--- config.mk ---
export PLATFORM = sky130hd
export DESIGN_NAME = seq_pattern_tx
export DESIGN_NICKNAME = d
export VERILOG_FILES = /design/src/rtl/seq_pattern_tx.sv
export SDC_FILE = /design/constraint.sdc
export NUM_CORES = 1
export LEC_CHECK = 0
export ABC_AREA = 1
export CAP_MARGIN = 20
export CORE_UTILIZATION = 53
export DETAILED_ROUTE_END_ITERATION = 10
export PLACE_DENSITY = 0.8
export SLEW_MARGIN = 25
export SYNTH_ARGS = -nofsm -noshare
export SYNTH_HDL_FRONTEND = slang
export SYNTH_SLANG_ARGS = --single-unit
--- constraint.sdc ---
create_clock -name clk -period 3.08 [get_ports clk]
set_input_delay 0.616 -clock clk [delete_from_list [all_inputs] [get_ports clk]]
set_output_delay 0.616 -clock clk [all_outputs]
set_load 0.02 [all_outputs]
--- src/rtl/seq_pattern_tx.sv ---
// Serial frame transmitter: preamble, then latched payload MSB first, then guard zeros.
// One bit per clock on a registered line that idles at 0.
module seq_pattern_tx #(
  parameter int unsigned      DATA_W    = 8,
  parameter int unsigned      PRE_W     = 6,
  parameter logic [PRE_W-1:0] PREAMBLE  = 6'b111001,
  parameter int unsigned      GUARD_LEN = 2
) (
  input  logic              clk,
  input  logic              rst,
  input  logic              start,
  input  logic [DATA_W-1:0] data,
  output logic              out,
  output logic              busy,
  output logic              sync,
  output logic              done
);

  localparam int unsigned MAX_A     = (PRE_W > DATA_W) ? PRE_W : DATA_W;
  localparam int unsigned MAX_B     = (MAX_A > GUARD_LEN) ? MAX_A : GUARD_LEN;
  localparam int unsigned MAX_C     = (MAX_B > 2) ? MAX_B : 2;
  localparam int unsigned CW        = $clog2(MAX_C);
  localparam int unsigned GUARD_CNT = (GUARD_LEN > 0) ? GUARD_LEN - 1 : 0;

  typedef enum logic [1:0] {
    IDLE  = 2'd0,
    PRE   = 2'd1,
    PAY   = 2'd2,
    GUARD = 2'd3
  } state_t;

  state_t            state_q, state_d;
  logic [CW-1:0]     cnt_q, cnt_d;
  logic [DATA_W-1:0] shreg_q, shreg_d;
  logic              out_q, out_d;
  logic              busy_q, busy_d;
  logic              sync_q, sync_d;
  logic              done_q, done_d;

  always_comb begin
    state_d = state_q;
    cnt_d   = cnt_q;
    shreg_d = shreg_q;
    unique case (state_q)
      IDLE: begin
        if (start) begin
          shreg_d = data;
          cnt_d   = CW'(PRE_W - 1);
          state_d = PRE;
        end
      end
      PRE: begin
        if (cnt_q == '0) begin
          cnt_d   = CW'(DATA_W - 1);
          state_d = PAY;
        end else begin
          cnt_d = cnt_q - CW'(1);
        end
      end
      PAY: begin
        shreg_d = shreg_q << 1;
        if (cnt_q == '0) begin
          if (GUARD_LEN == 0) begin
            cnt_d   = '0;
            state_d = IDLE;
          end else begin
            cnt_d   = CW'(GUARD_CNT);
            state_d = GUARD;
          end
        end else begin
          cnt_d = cnt_q - CW'(1);
        end
      end
      GUARD: begin
        if (cnt_q == '0) begin
          state_d = IDLE;
        end else begin
          cnt_d = cnt_q - CW'(1);
        end
      end
      default: state_d = IDLE;
    endcase

    // Outputs are decoded from the next state so the registered line
    // carries the bit belonging to the state being entered.
    out_d  = 1'b0;
    if (state_d == PRE) begin
      out_d = PREAMBLE[cnt_d];
    end else if (state_d == PAY) begin
      out_d = shreg_d[DATA_W-1];
    end
    busy_d = (state_d != IDLE);
    sync_d = (state_d == PRE);
    done_d = (state_q != IDLE) && (state_d == IDLE);
  end

  always_ff @(posedge clk) begin
    if (rst) begin
      state_q <= IDLE;
      cnt_q   <= '0;
      shreg_q <= '0;
      out_q   <= 1'b0;
      busy_q  <= 1'b0;
      sync_q  <= 1'b0;
      done_q  <= 1'b0;
    end else begin
      state_q <= state_d;
      cnt_q   <= cnt_d;
      shreg_q <= shreg_d;
      out_q   <= out_d;
      busy_q  <= busy_d;
      sync_q  <= sync_d;
      done_q  <= done_d;
    end
  end

  assign out  = out_q;
  assign busy = busy_q;
  assign sync = sync_q;
  assign done = done_q;

endmodule

== Yosys cells after proc, flatten, opt, wreduce, memory -nomap -nowiden ==
Memory sizes are Yosys's and may differ from the RTL's.
Index checks and enable logic that the tools add are counted.

* Equal/unequal tests: 6
* Reduce and logical (&&, ||, !) cells: 8
* Mux-type cells: 15
* $add $sub $neg: 1
* Magnitude comparators: 1

{| class="wikitable"
|+ Operator list
! kind !! number
|-
| $pmux 8 s2 || 1
|-
| $mux 3 || 4
|-
| $pmux 3 s4 || 1
|-
| $mux 2 || 4
|-
| $mux 8 || 1
|-
| $pmux 2 s4 || 1
|-
| $eq 2x2->1 const B || 3
|-
| $reduce_bool 2->1 || 3
|-
| $eq 2x1->1 const B || 2
|-
| $logic_not 2->1 || 2
|-
| $lt 3x4->1 const B || 1
|-
| $logic_not 3->1 || 1
|-
| $mux 1 || 3
|-
| $sub 3x1->3 const B || 1
|-
| $ne 2x2->1 const B || 1
|-
| $reduce_and 2->1 || 1
|-
| $logic_and 1x1->1 || 1
|}

* Input port bits: 11
* Output and inout port bits: 4
* ROM bits: 8
* Flip-flop bits (word level): 17
* Logic and storage cells: 40
* Memories kept: 1

{| class="wikitable"
|+ Memories
! name !! depth !! bits a word !! rd ports !! clocked after memory_dff !! wr ports !! line !! RTL
|-
| (no name shown) || 8 || 1 || 1 || 0 || 0 || 88 || <nowiki>out_d = PREAMBLE[cnt_d];</nowiki>
|}

== Longest topological paths before layout ==
* Depth in word-level cells: 6
* Mapped depth: 12
* Mapped depth without buffers: 12

== Least setup slack after synthesis ==
No wires, ideal clock.

* Path kind: flip-flop to flip-flop
* Start point: reg cnt_q[0]
* End point: reg out_q (netlist: out)
* Setup time: 0.112 ns
* Arrival time: 1.426 ns
* Clock period less this slack: 1.538 ns
* Path buffers: 0
* Cell stages (with the launch flop): 13
* Data required time: 2.968 ns
* Slack: 1.542 ns
* Path through: dfxtp_1 inv_1 ha_1 nand2_4 ha_1 nand3_1 nand2_1 nor2_1 inv_1 nand2_1 nand3_1 nand2_1 nand2_1

* Word-level cells in the longest chain between the ends: 6
* Elaborated cells on any way between the ends: 17
* Classes of those cells: add/sub (1); eq/ne (2); mux (12); reduce/logical (1); memory (1)

{| class="wikitable"
|+ Ends and longest elaborated chain
! what !! line !! RTL
|-
| start, declared || 33 || <nowiki>logic [CW-1:0] cnt_q, cnt_d;</nowiki>
|-
| start signal, assigned || 108 || <nowiki>cnt_q <= cnt_d;</nowiki>
|-
| $sub 3x1->3 or $logic_not 3->1 (tied branches) || -- ||
|-
| $mux 3 (tied with other cells) || 75 || <nowiki>if (cnt_q == '0) begin</nowiki>
|-
| $pmux 3 s4 or $pmux 2 s4 (tied branches) || 44 || <nowiki>unique case (state_q)</nowiki>
|-
| $mem_v2 8x1 or $eq 2x2->1 (tied branches) || -- ||
|-
| $mux 1 (on tied branches) || 88, 89 ||
|-
| $mux 1 * || 87 || <nowiki>if (state_d == PRE) begin</nowiki>
|-
| end signal, assigned || 110 || <nowiki>out_q <= out_d;</nowiki>
|-
| end, declared || 35 || <nowiki>logic out_q, out_d;</nowiki>
|}

Every way passes the cells marked *; elsewhere a longest branch is shown, timed or not. The select of a mux whose other input is x is not followed.
A chain may end at the register's enable or synchronous reset.

== Final worst setup path ==
* Start point: reg out_q (netlist: out)
* End point: out out

{| class="wikitable"
|+ RTL lines
! what !! line !! RTL
|-
| end, declared || 13 || <nowiki>output logic out,</nowiki>
|}

No word-level cell between the ends.

==> results.json <==
{
  "status": "completed",
  "coreArea_mm2": 0.00137,
  "wl_per_cell_um": 10.7,
  "vias": 750,
  "netlist.top_cell.by_area": "dfxtp_1",
  "synth_seq_area_share_pct": 42.1,
  "setup_slack_ns": 1.25,
  "grt_pass1_wl_um": 2510,
  "syn_nets": 126,
  "crit_chain": "clkdlybuf4s50_1",
  "async_flop_share_pct": 0,
  "clkLatencyLatePin_ns": 0.29,
  "grt_remaining_overflow": 0,
  "clk_pin_slew_ns": 0.10,
  "grtUsageTotal_pct": 22.8,
  "period_share_pct": 59.3,
  "maxCapViolations": 0,
  "ir_drop_mv": 0.499,
  "path_buf_inv": 1,
  "synth_ff_type": "dfxtp_1",
  "slew_viol_final": 0,
  "crit_slowest_cell": "clkdlybuf4s50_1",
  "cts.path.max_buffers": 2,
  "grt_start_max_net_pins": 16,
  "routabilityCongestion": 0.943,
  "antenna_found_initial": 0,
  "cts_resized": 0,
  "fin_area_um2": 980,
  "drt_first_pass_iters": 4,
  "synth.most_common_cell": "nand2_1",
  "hpwl_um": 1160,
  "p_leak_nw": 0.431,
  "cp-end-kind": "output pin",
  "nFillCells": 110,
  "cp-start-kind": "register",
  "rows": 13,
  "viasPerCell": 5.24,
  "netlist_top_cells_count": "nand2_1 (43), dfxtp_1 (17), inv_1 (8), nor2_1 (8)",
  "critPathRequiredTime_ns": 2.46,
  "wirelength_um": 1530,
  "setup_viol": 0,
  "slowest_delay_ns": 0.59,
  "numCtsBuffers": 3,
  "worstPathArrival_ns": 1.21,
  "rsz0062_at_grt": "no",
  "hold_violations": 0,
  "setup_tns_ns": 0,
  "grt_pass1_vias": 582,
  "power_density_mw_per_mm2": 739,
  "syn_area_um2": 808,
  "synth_edf_count": 0,
  "syn_to_final_growth_pct": 21.2,
  "drive_gt1_share_pct": 9.38,
  "synthTopCellsByArea": "dfxtp_1 (42%), nand2_1 (20%), a31oi_1 (4.6%)",
  "initial_core_util_pct": 59.2,
  "tightest_slew_ns": 0.564,
  "critPathMaxFanout": 1,
  "cts_tree": "built",
  "ios": 15,
  "dieArea_mm2": 0.00169,
  "max_freq_ghz": 0.548,
  "cts.sinks": 17,
  "netlist_instances": 112,
  "fin_worst_hold_slack_ns": 0.472,
  "skew_ns": 0.0105,
  "worst-setup-path-type": "register to output pin",
  "postCtsSetupBuffers": 0,
  "dp_worst_setup_slack_ns": 1.15,
  "cp_top_family": "buffers and inverters",
  "drc": 0,
  "nNetsFinal": 143,
  "slew-limit-headroom_pct": 62.3,
  "numPortBuffers": 14,
  "clockRootBuffer": "clkbuf_4",
  "synth_cell_types": 21,
  "drt_iter0_drc": 21,
  "finalCriticalPeriod_ns": 1.83,
  "yosys.area.top_type_share_pct": 42.1,
  "avgSynthCellArea_um2": 7.22,
  "die_x_um": 41.1,
  "synth_seq_cells": 17,
  "yosysWarningCount": 0,
  "die_h_um": 41.1,
  "cts_htree_levels": 1,
  "cts_hold_buf": 0,
  "min_path_type": "register to register",
  "antenna_cells": 0,
  "antenna_left": 0,
  "dpl_cell_area_um2": 952
}
-- worst paths after layout --
path	slack (ns)	cells after the start	startpoint	endpoint
max	1.25	1	out	out
max reg2reg	1.38	12	cnt_q[0]	out
min	0.47	2	shreg_q[0]	shreg_q[0]
min reg2reg	0.47	2	shreg_q[0]	shreg_q[0]
-- report_power, final --
part | switching [W] | total [W] | internal, W
Combinational | 0.000185 | 0.000308 | 0.000123
Sequential | 0.0000331 | 0.000300 | 0.000267
Clock | 0.0000680 | 0.000116 | 0.0000483
Total | 0.000286 | 0.000724 | 0.000438
-- cell families (layout without fill, tap and decap cells) --
logic type	after synthesis	after routing	synth area share, %
AND/OR/NAND/NOR	63	63	34.1
flip-flops	17	17	42.1
AO/OA/AOI/OAI	16	16	11.6
buffers and inverters	12	28	6.50
adder cells (fa/ha/maj)	3	3	4.64
XOR/XNOR	1	1	1.08
-- cells in the final DEF (no fill, tap or decap) --
cell / n
a21oi_1: 6
a22oi_1: 1
a31oi_1: 6
clkbuf_4: 3
clkdlybuf4s50_1: 14
clkinv_2: 1
dfxtp_1: 17
ha_1: 3
inv_1: 8
inv_2: 2
nand2_1: 43
nand2_2: 1
nand2_4: 2
nand3_1: 5
nand3b_1: 1
nor2_1: 8
nor2_2: 1
nor2_4: 1
nor3_1: 1
o21ai_0: 2
o21ai_2: 1
xnor2_1: 1
-- layout make-up --
class                      count  area [um^2]  share of cell area, %
multi-input combinational     83          415                   42.4
clock inverter                 1         5.00                  0.511
tap                           15         18.8                   1.92
sequential                    17          340                   34.7
inverter                      10         37.5                   3.83
clock buffer                   3         22.5                   2.30
timing repair buffer          14          140                   14.3
-- metal layers --
layer	share of wire (%)	routed length, um	vias up	GRT usage (%)
met4	0.39	6	0	5.00
met5	0	0	-	0
met1	50	756	332	31.7
li1	-	-	394	-
met3	5.3	81	2	8.15
met2	45	682	22	33.2
-- stage by stage --
stage / total power (W) / util, % / std cells
after floorplan: 0.000527 / - / 112
after global placement: 0.000603 / 69.7 / 139
after detailed placement: 0.000609 / 69.7 / 139
after CTS: 0.000730 / 71.7 / 143
after global routing: 0.000789 / 71.7 / 143
final: 0.000724 / 71.7 / 143
-- flip-flops by register name, indices dropped and copies added (netlist names) --
register and cells:
shreg_q 8, busy 1, sync 1, out 1, state_q 2, cnt_q 3, done 1
Note: power is estimated with default switching activity, not from simulation.
